[config.mk]
export PLATFORM = sky130hd
export DESIGN_NAME = instr_adder_bk_wrap
export DESIGN_NICKNAME = d
export VERILOG_FILES = /design/src/rtl/instr_adder_bk_wrap_pkg.sv /design/src/rtl/instr_adder_bk_wrap_bk_prefix_adder.sv /design/src/rtl/instr_adder_bk_wrap.sv
export SDC_FILE = /design/constraint.sdc
export NUM_CORES = 1
export LEC_CHECK = 0
export CORE_UTILIZATION = 30
export DETAILED_ROUTE_END_ITERATION = 6
export DONT_BUFFER_PORTS = 1
export RECOVER_POWER = 25
export SETUP_SLACK_MARGIN = 0.2
export SYNTH_ARGS = -nofsm -noshare
export SYNTH_HDL_FRONTEND = slang
export SYNTH_SLANG_ARGS = --single-unit
[constraint.sdc]
create_clock -name wb_clk_i -period 7.7 [get_ports wb_clk_i]
set_input_delay 1.925 -clock wb_clk_i [delete_from_list [all_inputs] [get_ports wb_clk_i]]
set_output_delay 1.925 -clock wb_clk_i [all_outputs]
set_load 0.03 [all_outputs]
[src/rtl/instr_adder_bk_wrap_pkg.sv]
// Shared definitions for the Brent-Kung adder ring wrapper.
// Holds LA1 strobe positions, IO pin positions and LA qualification helpers.
package instr_adder_bk_wrap_pkg;

  localparam int WIDTH = 32;
  localparam int IO_W  = 38;

  localparam int LD_A    = 0;
  localparam int LD_B    = 1;
  localparam int LD_EXT  = 2;
  localparam int LD_RING = 3;
  localparam int LD_SEL  = 4;
  localparam int RUN     = 5;
  localparam int CLR     = 6;

  localparam int RING_PIN  = 8;
  localparam int CARRY_PIN = 9;

  typedef struct packed {
    logic ld_a;
    logic ld_b;
    logic ld_ext;
    logic ld_ring;
    logic ld_sel;
    logic run;
    logic clr;
  } ctrl_t;

  // An LA bit only counts when its active-low enable is asserted.
  function automatic logic [WIDTH-1:0] qualify(input logic [WIDTH-1:0] data,
                                               input logic [WIDTH-1:0] oenb);
    return data & ~oenb;
  endfunction

  function automatic ctrl_t decode_ctrl(input logic [WIDTH-1:0] la1,
                                        input logic             active);
    ctrl_t c;
    c.ld_a    = active & la1[LD_A];
    c.ld_b    = active & la1[LD_B];
    c.ld_ext  = active & la1[LD_EXT];
    c.ld_ring = active & la1[LD_RING];
    c.ld_sel  = active & la1[LD_SEL];
    c.run     = active & la1[RUN];
    c.clr     = active & la1[CLR];
    return c;
  endfunction

endpackage

[src/rtl/instr_adder_bk_wrap_bk_prefix_adder.sv]
// Combinational Brent-Kung prefix adder, carry-in 0.
// Up-sweep builds power-of-two group terms, down-sweep fills the remaining carries.
module bk_prefix_adder
  import instr_adder_bk_wrap_pkg::*;
#(
  parameter int W = WIDTH
) (
  input  logic [W-1:0] a,
  input  logic [W-1:0] b,
  output logic [W-1:0] sum,
  output logic         cout
);

  localparam int LOGW = $clog2(W);

  logic [W-1:0] g_s;
  logic [W-1:0] p_s;
  logic [W-1:0] gg_s;
  logic [W-1:0] pp_s;

  // Prefix network: after both sweeps gg_s[i] is the carry out of bit i.
  always_comb begin
    int step;
    int j;
    g_s  = a & b;
    p_s  = a ^ b;
    gg_s = g_s;
    pp_s = p_s;
    step = 32'sd0;
    j    = 32'sd0;
    for (int l = 0; l < LOGW; l++) begin
      step = 32'sd1 << l;
      for (int i = 0; i < W; i++) begin
        j = (i >= step) ? (i - step) : i;
        if ((i % (2 * step)) == (2 * step - 1)) begin
          gg_s[i] = gg_s[i] | (pp_s[i] & gg_s[j]);
          pp_s[i] = pp_s[i] & pp_s[j];
        end else begin
          gg_s[i] = gg_s[i];
          pp_s[i] = pp_s[i];
        end
      end
    end
    for (int l = LOGW - 2; l >= 0; l--) begin
      step = 32'sd1 << l;
      for (int i = 0; i < W; i++) begin
        j = (i >= step) ? (i - step) : i;
        if ((i >= 2 * step) && ((i % (2 * step)) == (step - 1))) begin
          gg_s[i] = gg_s[i] | (pp_s[i] & gg_s[j]);
          pp_s[i] = pp_s[i] & pp_s[j];
        end else begin
          gg_s[i] = gg_s[i];
          pp_s[i] = pp_s[i];
        end
      end
    end
  end

  assign sum  = p_s ^ {gg_s[W-2:0], 1'b0};
  assign cout = gg_s[W-1];

endmodule

[src/rtl/instr_adder_bk_wrap.sv]
// Caravel wrapper: LA-loaded operands and masks around a Brent-Kung adder,
// optionally closed into an inverting ring whose transitions are counted.
module instr_adder_bk_wrap
  import instr_adder_bk_wrap_pkg::*;
(
  input  logic              wb_clk_i,
  input  logic              wb_rst_i,
  input  logic              active,
  input  logic [WIDTH-1:0]  la1_data_in,
  output logic [WIDTH-1:0]  la1_data_out,
  input  logic [WIDTH-1:0]  la1_oenb,
  input  logic [WIDTH-1:0]  la2_data_in,
  output logic [WIDTH-1:0]  la2_data_out,
  input  logic [WIDTH-1:0]  la2_oenb,
  input  logic [WIDTH-1:0]  la3_data_in,
  output logic [WIDTH-1:0]  la3_data_out,
  input  logic [WIDTH-1:0]  la3_oenb,
  input  logic [IO_W-1:0]   io_in,
  output logic [IO_W-1:0]   io_out,
  output logic [IO_W-1:0]   io_oeb
);

  logic [WIDTH-1:0] q1_s, q2_s, q3_s;
  ctrl_t            ctrl_s;

  logic [WIDTH-1:0] a_input_q, a_input_d;
  logic [WIDTH-1:0] b_input_q, b_input_d;
  logic [WIDTH-1:0] ext_mask_q, ext_mask_d;
  logic [WIDTH-1:0] ring_mask_q, ring_mask_d;
  logic [WIDTH-1:0] sel_mask_q, sel_mask_d;
  logic [WIDTH-1:0] counter_q, counter_d;
  logic [WIDTH-1:0] sum_q, sum_d;
  logic             chain_q, chain_d;
  logic             ring_q, ring_d;

  logic [WIDTH-1:0] a_eff_s;
  logic [WIDTH-1:0] sum_s;
  logic             cout_s;
  logic             ring_next_s;
  logic             unused_ok;

  assign q1_s   = qualify(la1_data_in, la1_oenb);
  assign q2_s   = qualify(la2_data_in, la2_oenb);
  assign q3_s   = qualify(la3_data_in, la3_oenb);
  assign ctrl_s = decode_ctrl(q1_s, active);

  assign unused_ok = ^io_in;

  // Masks are active-low: a cleared bit lets that source drive the operand.
  assign a_eff_s = (~ext_mask_q & a_input_q) | (~ring_mask_q & {WIDTH{ring_q}});

  bk_prefix_adder #(.W(WIDTH)) u_adder (
    .a    (a_eff_s),
    .b    (b_input_q),
    .sum  (sum_s),
    .cout (cout_s)
  );

  assign ring_next_s = ~|(~sel_mask_q & sum_s);

  // Next-state for operands, masks, result, ring and activity counter.
  always_comb begin
    a_input_d   = a_input_q;
    b_input_d   = b_input_q;
    ext_mask_d  = ext_mask_q;
    ring_mask_d = ring_mask_q;
    sel_mask_d  = sel_mask_q;
    counter_d   = counter_q;
    sum_d       = sum_q;
    chain_d     = chain_q;
    ring_d      = ring_q;

    if (active) begin
      sum_d   = sum_s;
      chain_d = cout_s;
    end else begin
      sum_d   = sum_q;
      chain_d = chain_q;
    end

    if (ctrl_s.ld_a)    a_input_d   = q2_s; else a_input_d   = a_input_q;
    if (ctrl_s.ld_b)    b_input_d   = q3_s; else b_input_d   = b_input_q;
    if (ctrl_s.ld_ext)  ext_mask_d  = q2_s; else ext_mask_d  = ext_mask_q;
    if (ctrl_s.ld_ring) ring_mask_d = q3_s; else ring_mask_d = ring_mask_q;
    if (ctrl_s.ld_sel)  sel_mask_d  = q2_s; else sel_mask_d  = sel_mask_q;

    if (ctrl_s.run) begin
      ring_d = ring_next_s;
    end else begin
      ring_d = ring_q;
    end

    // Clear wins over a coincident ring transition.
    if (ctrl_s.clr) begin
      counter_d = '0;
    end else if (ctrl_s.run && (ring_next_s != ring_q)) begin
      counter_d = counter_q + 32'd1;
    end else begin
      counter_d = counter_q;
    end
  end

  // State registers with asynchronous reset; masks reset to "all sources off".
  always_ff @(posedge wb_clk_i or posedge wb_rst_i) begin
    if (wb_rst_i) begin
      a_input_q   <= '0;
      b_input_q   <= '0;
      ext_mask_q  <= '1;
      ring_mask_q <= '1;
      sel_mask_q  <= '1;
      counter_q   <= '0;
      sum_q       <= '0;
      chain_q     <= 1'b0;
      ring_q      <= 1'b0;
    end else begin
      a_input_q   <= a_input_d;
      b_input_q   <= b_input_d;
      ext_mask_q  <= ext_mask_d;
      ring_mask_q <= ring_mask_d;
      sel_mask_q  <= sel_mask_d;
      counter_q   <= counter_d;
      sum_q       <= sum_d;
      chain_q     <= chain_d;
      ring_q      <= ring_d;
    end
  end

  // Deselected block must present a quiet, tri-stated face to the shared area.
  always_comb begin
    la1_data_out = '0;
    la2_data_out = '0;
    la3_data_out = '0;
    io_out       = '0;
    io_oeb       = '1;
    if (active) begin
      la1_data_out          = counter_q;
      la2_data_out          = sum_q;
      la3_data_out          = {{(WIDTH-1){1'b0}}, chain_q};
      io_out[RING_PIN]      = ring_q;
      io_out[CARRY_PIN]     = chain_q;
      io_oeb[RING_PIN]      = 1'b0;
      io_oeb[CARRY_PIN]     = 1'b0;
    end else begin
      la1_data_out = '0;
      la2_data_out = '0;
      la3_data_out = '0;
      io_out       = '0;
      io_oeb       = '1;
    end
  end

endmodule

==> metrics.txt <==
Placer Congestion=0.782; final setup vio count=0; Syn Inst Count=about 1300; top layer in use=met4; Initial DRC Count=around 350; Slew Limit Fails=360; core area=39700 sq um; max_slew headroom=-97.5%; crit end category=flip-flop; fin cells=1808; DP Cell Count=between 1500 and 2000; hold buffer count at CTS=0; DR DRC count=0; ratio of cells with drive above 1 in the final layout=about an eighth; Synth top area share=between 20% and 30%; MaxCap Viol Count=6; synthesized area per cell=roughly 9.4 sq um; Yosys top cell by area=dfrtp_1; via density per instance=around 4.7; area growth from synthesis to layout=8.94%; Clock Path Buffers=3; Post-synth EDFFs=0; I/O pins=405; post-synth cell types=50; number of fill cells in the layout=roughly 4100; met3 WL=1280 um; leakage power=a little under 0.006 uW; fin crit share=88.9%; hpwl dp=a little over 20000 um; Die Wd=around 200 um; commonest non-fill, non-tap cell in the layout=nand2_1; vias in the first global route=7975; Syn Std Cell Area=12100 sq um; Worst EP required=8.11 ns; DR WL met2=13900 um; clock latency on the worst-skew pair=0.55 ns; Async SR Flop Fraction=100%; Total GRT Usage=14.4%; met1 WL=13700 um; setup_tns=0 ns; GRT overflow=0; crit path kind=flip-flop to flip-flop; commonest non-fill, non-tap cells in the layout=nand2_1 (201), o21ai_0 (165), dfrtp_1 (130); initial antenna violation count=1; clk_skew=approximately 0.025 ns; Post CTS Setup Buffer Count=0; # clock sinks=226; Clock transition at path regs=around 0.060 ns; largest net degree at the start of global routing=151; sequential fraction of the synthesis area=47.8%; Seq. cell area=5780 sq um; Port Buf Inserts=0; die height=203 um; post_cts resized=0; ys flop type=dfrtp_1; CTS buffer count=26; Ant. Diodes=0; crit start category=flip-flop; Pwr Total=3570 uW; initial core utilization=a little under a third; crit path max fanout=20; pwr/cell area=271 nW/um^2; register bit count reported by yosys=226; post-layout min period=a little under 7 ns; multi-input logic area=roughly 5500 sq um; RSZ-0062 raised after global routing=false; Die ar.=around 41000 sq um; antenna-violating nets left=0; WP data arrival=7.26 ns; utilization after layout=33.2%; failing checks=max-capacitance violations, max-slew violations; WL final=29500 um; root buffer selected by CTS=clkbuf_16; Max Clk Rate=0.146 GHz; Slew @ Worst Pin=about 3 ns; DR WL/cell=about 16 um; CTS tree=yes; Worst VDD drop=158 uV; H-tree depth=1; worst hold path type=flip-flop to flip-flop; status=finished, violations left; First-pass DRT Iterations=4; fin nets=roughly 1500; Hold Violations, Final=0; Vias=8418; warnings from Yosys=0; first-pass GRT wire length=46000 um; synth top area cells=dfrtp_1 (27%), dfstp_2 (21%), o21ai_0 (6.8%); Rows=73
cell families (layout without fill, tap and decap cells):
| logic type | after synthesis | after routing | share of synthesized area [%] |
|---|---|---|---|
| fa+ha+maj | 48 | 48 | 5.96 |
| other cells | 2 | 103 | 0.0621 |
| compound gates | 303 | 303 | 14.2 |
| xor+xnor | 18 | 18 | 1.30 |
| buf+inv | 219 | 115 | 10.1 |
| flops | 226 | 226 | 47.8 |
| mux | 25 | 25 | 2.28 |
| simple gates | 445 | 445 | 18.4 |
routing by layer:
metal,track usage (%),vias to the layer above
li1,-,4082
met3,1.96,39
met2,23.3,233
met5,0,-
met4,3.63,0
met1,20.1,4064
path summary, 6_finish.rpt:
path / slack [ns] / cells past startpoint / to / start
worst max-delay path: 0.86 / 22 / counter_q[23]$_DFFE_PP0P_ / ring_q$_DFFE_PP0P_
worst min-delay path: 0.48 / 2 / a_input_q[3]$_DFFE_PP0P_ / a_input_q[3]$_DFFE_PP0P_
worst max register to register: 0.86 / 22 / counter_q[23]$_DFFE_PP0P_ / ring_q$_DFFE_PP0P_
worst min register to register: 0.48 / 2 / a_input_q[3]$_DFFE_PP0P_ / a_input_q[3]$_DFFE_PP0P_
max in group asynchronous: 4.58 / 2 / a_input_q[30]$_DFFE_PP0P_ / wb_rst_i
min in group asynchronous: 1.67 / 1 / counter_q[3]$_DFFE_PP0P_ / wb_rst_i
metrics by stage:
stage | hold slack, ns | instance area, sq um | setup slack (ns)
6_report | 0.477 | 13200 | 0.858
5_1_grt | 0.491 | 13200 | 0.348
4_1_cts | 0.482 | 13200 | 1.06
3_5_place_dp | 0.470 | 12200 | 1.11
3_3_place_gp | 0.464 | 12200 | 1.20
2_1_floorplan | 0.450 | 12500 | 2.45
critical path, cell delays in order, from the launching register on:
cell	delay, ns
dfrtp_1	0.41
inv_1	0.68
o22ai_1	0.15
ha_1	0.25
fa_1	0.41
a21o_1	0.20
nand2_1	0.09
o21ai_0	0.18
a31o_2	0.33
a21oi_1	0.13
buf_4	0.15
o31ai_1	0.17
a211oi_1	0.51
inv_1	0.11
fa_1	0.39
xnor2_1	0.40
o22ai_1	0.15
nor2_1	0.17
nand3_1	0.16
nor4_4	0.47
mux2i_2	0.80
nand4_1	0.21
mux2i_1	0.17
sequential cells by signal, summed over array words and instances, names as in the netlist:
name and count:
counter_q 32, ring_q 1, ext_mask_q 32, sum_q 32, b_input_q 32, a_input_q 32, chain_q 1, sel_mask_q 32
ring_mask_q 32
cell usage after synthesis (13+ instances only):
library cell    n
a21o_1         20
a21oi_1        36
and2_1         66
buf_4         105
clkbuf_1       43
dfrtp_1       130
dfstp_2        96
fa_1           16
ha_1           32
inv_1          56
mux2_2         17
nand2_1       201
nand2b_1       71
nand3_1        13
nor2_1         37
o21ai_0       165
o22ai_1        44
xnor2_1        17
report_power, final:
part	internal (uW)	switching, uW	leakage (uW)	total [uW]
logic	223	461	0.00270	685
registers	1400	93.3	0.00270	1500
clock network	879	513	0.000473	1390
total	2510	1070	0.00587	3570
area by class of cell:
class | count | share of cell area [%]
timing repair buffer | 10 | 0.522
clock inverter | 10 | 1.63
multi-input combinational | 942 | 41.6
tap | 525 | 4.99
sequential | 226 | 43.8
inverter | 58 | 1.66
clock buffer | 37 | 5.71
Power figures use the tool's default switching activity.
